===== src/rtl/instr_fetch_unit_if.sv =====
// Instruction-memory fetch bus: request/address out of the fetch unit,
// read data and one-cycle completion strobe back from memory.
interface instr_fetch_unit_if;
  logic        imem_req;
  logic [31:0] imem_addr;
  logic [31:0] imem_rdata;
  logic        imem_ack;

  modport master (
    output imem_req,
    output imem_addr,
    input  imem_rdata,
    input  imem_ack
  );

  modport slave (
    input  imem_req,
    input  imem_addr,
    output imem_rdata,
    output imem_ack
  );
endinterface


===== src/rtl/instr_fetch_unit.sv =====
// PC / instruction-fetch sequencer: FETCH a word over the imem bus, hold it
// for decode during EXEC, then commit the next PC selected by pc_control.
module instr_fetch_unit #(
  parameter logic [31:0] RESET_PC = 32'h0000_0000
) (
  input  logic                       clk,
  input  logic                       rst,
  input  logic                       stall,
  instr_fetch_unit_if.master         imem,
  output logic [31:0]                instruction,
  output logic                       instr_valid,
  input  logic [3:0]                 pc_control,
  input  logic                       alu_zero,
  input  logic [31:0]                rs_data,
  output logic [31:0]                pc,
  output logic [31:0]                pc_plus4,
  output logic [31:0]                retired_count
);

  typedef enum logic {
    S_FETCH = 1'b0,
    S_EXEC  = 1'b1
  } state_t;

  state_t      state_q, state_d;
  logic [31:0] pc_q, pc_d;
  logic [31:0] instruction_q, instruction_d;
  logic [31:0] retired_count_q, retired_count_d;

  logic [31:0] next_pc;
  logic [31:0] jump_target;
  logic [31:0] jr_target;
  logic [31:0] branch_target;
  logic        branch_take;

  assign pc_plus4      = pc_q + 32'd4;
  assign jump_target   = {pc_plus4[31:28], instruction_q[25:0], 2'b00};
  assign jr_target     = rs_data & 32'hFFFF_FFFC;
  assign branch_target = pc_plus4 + {{14{instruction_q[15]}}, instruction_q[15:0], 2'b00};
  // Bit 26 distinguishes bne from beq, so it simply inverts the zero test.
  assign branch_take   = alu_zero ^ instruction_q[26];

  always_comb begin
    next_pc = pc_plus4;
    case (pc_control)
      4'b0001: next_pc = jump_target;
      4'b0010: next_pc = jr_target;
      4'b0011: next_pc = branch_take ? branch_target : pc_plus4;
      default: next_pc = pc_plus4;
    endcase
  end

  always_comb begin
    state_d         = state_q;
    pc_d            = pc_q;
    instruction_d   = instruction_q;
    retired_count_d = retired_count_q;
    case (state_q)
      S_FETCH: begin
        if (imem.imem_ack) begin
          instruction_d = imem.imem_rdata;
          state_d       = S_EXEC;
        end
      end
      S_EXEC: begin
        if (!stall) begin
          pc_d            = next_pc;
          retired_count_d = retired_count_q + 32'd1;
          state_d         = S_FETCH;
        end
      end
      default: state_d = S_FETCH;
    endcase
  end

  always_ff @(posedge clk) begin
    if (rst) begin
      state_q         <= S_FETCH;
      pc_q            <= RESET_PC;
      instruction_q   <= 32'h0;
      retired_count_q <= 32'h0;
    end else begin
      state_q         <= state_d;
      pc_q            <= pc_d;
      instruction_q   <= instruction_d;
      retired_count_q <= retired_count_d;
    end
  end

  // Request is masked by rst so nothing is issued while reset is held.
  assign imem.imem_req  = (state_q == S_FETCH) && !rst;
  assign imem.imem_addr = pc_q;
  assign instr_valid    = (state_q == S_EXEC);
  assign instruction    = instruction_q;
  assign pc             = pc_q;
  assign retired_count  = retired_count_q;

endmodule


===== src/flat_wrapper.sv =====
// flat-port wrapper written by rule: the top's interface ports become plain ports
module instr_fetch_unit_flat 
#(
  parameter logic [31:0] RESET_PC = 32'h0000_0000
)
  (clk, rst, stall, instruction, instr_valid, pc_control, alu_zero, rs_data, pc, pc_plus4, retired_count, imem_imem_req, imem_imem_addr, imem_imem_rdata, imem_imem_ack);
  instr_fetch_unit_if imem_i ();
  input  logic clk;
  input  logic rst;
  input  logic stall;
  output logic [31:0] instruction;
  output logic instr_valid;
  input  logic [3:0] pc_control;
  input  logic alu_zero;
  input  logic [31:0] rs_data;
  output logic [31:0] pc;
  output logic [31:0] pc_plus4;
  output logic [31:0] retired_count;
  output wire logic [$bits(imem_i.imem_req)-1:0] imem_imem_req;
  output wire logic [$bits(imem_i.imem_addr)-1:0] imem_imem_addr;
  input wire logic [$bits(imem_i.imem_rdata)-1:0] imem_imem_rdata;
  input wire logic [$bits(imem_i.imem_ack)-1:0] imem_imem_ack;
  assign imem_imem_req = imem_i.imem_req;
  assign imem_imem_addr = imem_i.imem_addr;
  assign imem_i.imem_rdata = imem_imem_rdata;
  assign imem_i.imem_ack = imem_imem_ack;
  instr_fetch_unit #(.RESET_PC(RESET_PC)) u_core (.clk(clk), .rst(rst), .stall(stall), .imem(imem_i), .instruction(instruction), .instr_valid(instr_valid), .pc_control(pc_control), .alu_zero(alu_zero), .rs_data(rs_data), .pc(pc), .pc_plus4(pc_plus4), .retired_count(retired_count));
endmodule

===== config.mk =====
export PLATFORM = sky130hd
export DESIGN_NAME = instr_fetch_unit_flat
export DESIGN_NICKNAME = d
export VERILOG_FILES = /design/src/rtl/instr_fetch_unit_if.sv /design/src/rtl/instr_fetch_unit.sv /design/src/flat_wrapper.sv
export SDC_FILE = /design/constraint.sdc
export NUM_CORES = 1
export LEC_CHECK = 0
export ABC_AREA = 1
export ABC_CLOCK_PERIOD_IN_PS = 2800
export CAP_MARGIN = 10
export CORE_ASPECT_RATIO = 0.9
export CORE_MARGIN = 1
export CORE_UTILIZATION = 44
export CTS_CLUSTER_DIAMETER = 40
export DETAILED_ROUTE_END_ITERATION = 8
export HOLD_SLACK_MARGIN = 0.03
export PLACE_DENSITY = 0.79
export SLEW_MARGIN = 20
export SYNTH_ARGS = -nofsm -noshare
export SYNTH_HDL_FRONTEND = slang
export SYNTH_SLANG_ARGS = --single-unit

===== constraint.sdc =====
create_clock -name clk -period 2.8 [get_ports clk]
set_input_delay 0.56 -clock clk [delete_from_list [all_inputs] [get_ports clk]]
set_output_delay 0.56 -clock clk [all_outputs]
set_load 0.01 [all_outputs]

Yosys cells after proc, flatten, opt, wreduce, memory -nomap -nowiden
Index checks and enable logic that the tools add are counted.

word-level totals
  register bits after elaboration = 97

operators by class
  add/sub/neg operators = 3
  eq/ne operators = 3
  mux-type cells = 5
  bitwise gates (word level) = 3
  reductions and logical operators = 4

operators with widths
  kind                                            count
  case mux 32 bit (3 select lines)                1
  adder 32 x 1 -> 32 bit (second input constant)  1
  adder 32 x 3 -> 32 bit (second input constant)  1
  adder 32 bit                                    1
  2-to-1 mux 32 bit                               1
  == test 4 x 2 -> 1 bit (second input constant)  2
  == test 4 x 1 -> 1 bit (second input constant)  1
  AND reduction 2 bit                             2
  2-to-1 mux 1 bit                                2
  inverter 1 bit                                  2
  case mux 1 bit (2 select lines)                 1
  logical AND 1 bit                               1
  zero test 1 bit                                 1
  XOR 1 bit                                       1

Depth between registers and ports, before layout
  depth in word-level cells = 4
  mapped depth = 25
  mapped depth without buffers = 25

Worst setup path after synthesis
OpenSTA, ideal clock, no wires.

  kind = flip-flop to flip-flop
  start = register u_core.pc_q[4], in the netlist u_core.imem.imem_addr[4]
  end = register u_core.pc_q[20], in the netlist u_core.imem.imem_addr[20]
  arrival = 2,654 ps
  data required time = 2,674 ps
  setup slack = 19 ps
  cell stages (with the launch flop) = 20
  clock period less this slack = 2,781 ps
  cells stage by stage = dfxtp_1 nand2_1 nor2_1 nand2_1 nor2_1 nand2_1 xor2_1 inv_1 ha_1 nand2_1 nor2_1 inv_1 o21ai_0 inv_1 nand3_1 nand2_1 o21ai_0 nand2_1 nand2_1 o21ai_0

on the way
  word-level cells in the longest chain between the ends = 4

RTL lines
  item                              line                    RTL
  start, declared                   instr_fetch_unit.sv:26  logic [31:0] pc_q, pc_d;
  start signal, assigned            instr_fetch_unit.sv:84  pc_q <= pc_d;
  adder 32 x 3 -> 32 bit            instr_fetch_unit.sv:36  assign pc_plus4 = pc_q + 32'd4;
  net pc_plus4[19]                  flat_wrapper.sv:17      output logic [31:0] pc_plus4;
  adder 32 bit                      instr_fetch_unit.sv:39  assign branch_target = pc_plus4 + {{14{instruction_q[15]}}, instruction_q[15:0], 2'b00};
  2-to-1 mux 32 bit                 instr_fetch_unit.sv:48  4'b0011: next_pc = branch_take ? branch_target : pc_plus4;
  case mux 32 bit (3 select lines)  instr_fetch_unit.sv:45  case (pc_control)

The timed path passes the listed nets, and every way through them passes these cells.
A chain may end at the register's enable or synchronous reset.

Worst setup path after layout
  start = register u_core.pc_q[5], in the netlist u_core.imem.imem_addr[5]
  end = register u_core.pc_q[13], in the netlist u_core.imem.imem_addr[13]

on the way
  word-level cells in the longest chain between the ends = 4

RTL lines
  item                                line
  adder 32 x 3 -> 32 bit *            instr_fetch_unit.sv:36
  adder 32 bit                        instr_fetch_unit.sv:39
  2-to-1 mux 32 bit                   instr_fetch_unit.sv:48
  case mux 32 bit (3 select lines) *  instr_fetch_unit.sv:45

Mark *: on every way between the ends. The rest lies on a longest branch, timed or not.

==> impl_metrics.csv <==
group,metric,value,unit
yosys,async_flop_share,0,
yosys,ys_seq_elements,95,
die,start_util,0.455,
detailed_routing,via_count,11273,
global_route,antenna_found_initial,0,
yosys,ys_seq_area_frac,0.244,
place,place.port_buffers,226,
cells_and_area,final_cell_mix,"nand2_1 (296), buf_4 (243), clkdlybuf4s50_1 (201)",
power,p_clk_frac,0.330,
detailed_routing,firstDrtPassIters,6,
detailed_routing,wl,38300,um
power,p_sw_frac,0.340,
power,power,3.90,mW
die,die_h,128,um
cells_and_area,final_common_cell,"nand2_1",
place,dp_slack,-0.473,ns
sta,finalCritPeriodShare,1.17,
sta,worst_pin_slew,0.766,ns
die,pin_count,235,
setup_path,slowest_stage,"dfxtp_2",
clock_network,clk_latency,0.37,ns
sta,skew,0.0127,ns
clock_network,cts_buffers,9,
clock_network,cts_tree,"yes",
setup_path,worst_ep_required_time,3.04,ns
place,dpl.hpwl,25500,um
sta,slew_headroom,0.487,
clock_network,htreeDepth,3,
min_path,hp-class,"reg -> reg",
yosys,synthAdderAreaFrac,0.0636,
power,switching_power,1.33,mW
detailed_routing,drtIter0Drc,1234,
setup_path,startpoint_type,"register",
place,gp_congestion,0.970,
global_route,grt_pass1_vias,10146,
yosys,post-synth-top-area-fraction,0.244,
clock_network,clock_sinks,95,
power,pwr-share-seq,0.375,
clock_network,path_clk_slew,0.08,ns
power,internal-power,2.58,mW
sta,hold_viol,0,
global_route,grt_first_pass_wirelength,52600,um
yosys,synth_top_area_cell,"dfxtp_1",
global_route,grt_max_degree,43,
yosys,synth_mux_area_frac,0,
die,coreArea,17100,sq um
yosys,synth_top_family_by_area,"simple AND/OR/NAND/NOR gates",
yosys,synthDistinctLibCells,48,
sta,fin_crit,3.28,ns
setup_path,crit_fanout,4,
detailed_routing,post_drt_wl_per_cell,19.6,um
setup_path,path_common_cell,"nand2_1",
cells_and_area,nets,1830,
cells_and_area,area_growth,77.9,%
yosys,synth-edff-count,0,
die,die_area,18200,sq um
setup_path,crit_family,"simple AND/OR/NAND/NOR gates",
setup_path,crit_arrival,3.52,ns
yosys,syn-cell-area,7790,sq um
yosys,synthXorXnorAreaFrac,0.0416,
run,maxCapViolCount,0,
status,status,"finished with violations",
yosys,avgSynthCellArea,6.06,sq um
yosys,syn_inst,1285,
global_route,gr-total-overflow,0,
clock_network,cts_root_buf,"clkbuf_16",
sta,finalSetupViolCount,24,
power,powerDensity,282,nW/um^2
status,violations,"setup timing",
setup_path,setup.worst_path.end_class,"register",
sta,rsz0062_at_grt,"true",
cells_and_area,layout-drive-gt1-share,0.341,
yosys,synth-compound-area-share,0.150,
clock_network,clk_path_buf_depth,2,
cells_and_area,fillers,1093,
yosys,yosys_warnings,0,
yosys,yosys.area_share.simple,0.364,
die,num_rows,45,
detailed_routing,viasPerCell,5.76,
global_route,grt_usage,0.376,
setup_path,worst-setup-path-type,"reg -> reg",
setup_path,cp_slowest_stage_delay,0.37,ns
setup_path,crit_buf_inv,5,
power,peakVddDrop,383,uV
cells_and_area,diodes,0,
power,leakage,6.33,nW
detailed_routing,drc,0,
yosys,ys_top_cells_by_area,"dfxtp_1 (24%), nand2_1 (18%), inv_1 (8.5%), nor2_1 (7.0%), ha_1 (6.1%)",
sta,fmax,304,MHz
die,die_w,142,um
sta,slew_viol_final,0,
sta,hold_ws,0.501,ns
power,combPwrFrac,0.295,
detailed_routing,drtAntennaViolNets,0,
sta,fin_ws,-0.484,ns
setup_path,path_cells,"buf_6 -> nand2_4 -> buf_6 -> inv_8 -> nand3_4 -> inv_4 -> nand2_2 -> xor2_2 -> inv_2 -> ha_4 -> nand2_1 -> nand2_1 -> o21bai_1 -> nand3b_1 -> or2_4 -> nand3_2 -> nand4_1 -> nand2_1 -> o21ai_1",
yosys,synth_flop_cell,"dfxtp_1",
clock_network,ctsHoldBuffers,0,
[per-stage QoR]
stage | instance area (sq um) | util | instances | TNS, ns
after floorplan | 7810 | - | 1290 | 0
after global placement | 11600 | 0.676 | 1898 | -4.65
after detailed placement | 11600 | 0.676 | 1898 | -6.44
after CTS | 12900 | 0.755 | 1941 | -0.266
after global routing | 13900 | 0.810 | 1958 | -7.79
final | 13900 | 0.810 | 1958 | -5.15
[state kept, by name, indices dropped and copies added (netlist names)]
signal	cells
u_core.imem.imem_addr	30
u_core.instr_valid	1
u_core.retired_count	32
u_core.instruction	32
[path summary, 6_finish.rpt]
path / start / end / slack (ns) / cells past startpoint
worst max register to register: u_core.imem.imem_addr[5] / u_core.imem.imem_addr[13] / -0.48 / 19
worst min register to register: u_core.retired_count[31] / u_core.retired_count[31] / 0.50 / 2
worst max-delay path: u_core.imem.imem_addr[5] / u_core.imem.imem_addr[13] / -0.48 / 19
worst min-delay path: u_core.retired_count[31] / u_core.retired_count[31] / 0.50 / 2
[layout make-up]
cell class,count,area (sq um),area share
Tap cell,235,294,0.0212
Clock buffer,9,225,0.0163
Sequential cell,95,1940,0.140
Inverter,180,691,0.0498
Multi-Input combinational cell,951,6430,0.464
Clock inverter,7,66.3,0.00479
Timing Repair Buffer,481,4210,0.304
[power by group through the flow]
stage               Combinational (mW)  Clock (mW)  Sequential [mW]
floorplan                        0.386           0             1.50
finish                            1.15        1.29             1.46
global placement                 0.910           0             1.48
CTS                               1.02        1.29             1.46
detailed placement               0.921           0             1.48
global route                      1.22        1.33             1.47
[cells by family (layout without fill, tap and decap cells)]
group | after synthesis | count (layout)
adder cells (fa/ha/maj) | 39 | 39
AO/OA/AOI/OAI | 204 | 204
XOR/XNOR | 37 | 37
AND/OR/NAND/NOR | 665 | 665
flip-flops | 95 | 95
buffers and inverters | 244 | 677
other | 1 | 6
[worst reg2reg max path, cell delays in order, from the launching register on]
cell and delay (ns):
dfxtp_2 0.37, buf_6 0.12, nand2_4 0.06, buf_6 0.13, inv_8 0.06, nand3_4 0.08
inv_4 0.08, nand2_2 0.06, xor2_2 0.20, inv_2 0.13, ha_4 0.24, nand2_1 0.05
nand2_1 0.08, o21bai_1 0.20, nand3b_1 0.32, or2_4 0.32, nand3_2 0.07, nand4_1 0.33
nand2_1 0.17, o21ai_1 0.08
[layer usage]
metal / track usage / vias up / share of wire
met3: 0.0684 / 252 / 0.11
li1: - / 4946 / -
met5: 0 / - / 0
met1: 0.462 / 5185 / 0.37
met4: 0.203 / 0 / 0.071
met2: 0.625 / 890 / 0.45
[synth_stat cells, types with 20 or more instances]
| library cell | instances |
|---|---|
| inv_1 | 176 |
| buf_4 | 36 |
| clkbuf_1 | 20 |
| o21ai_0 | 76 |
| ha_1 | 38 |
| nand3_1 | 68 |
| xor2_1 | 30 |
| nand2_1 | 368 |
| nor3_1 | 24 |
| a21oi_1 | 77 |
| nor2_1 | 145 |
| dfxtp_1 | 95 |
[what timing repair did]
item,4_1_cts,5_1_grt
gates resized for setup,243,191
setup buffers,27,19
endpoints found under the setup margin,52,37
pin swaps,56,75
Power figures use the tool's default switching activity.
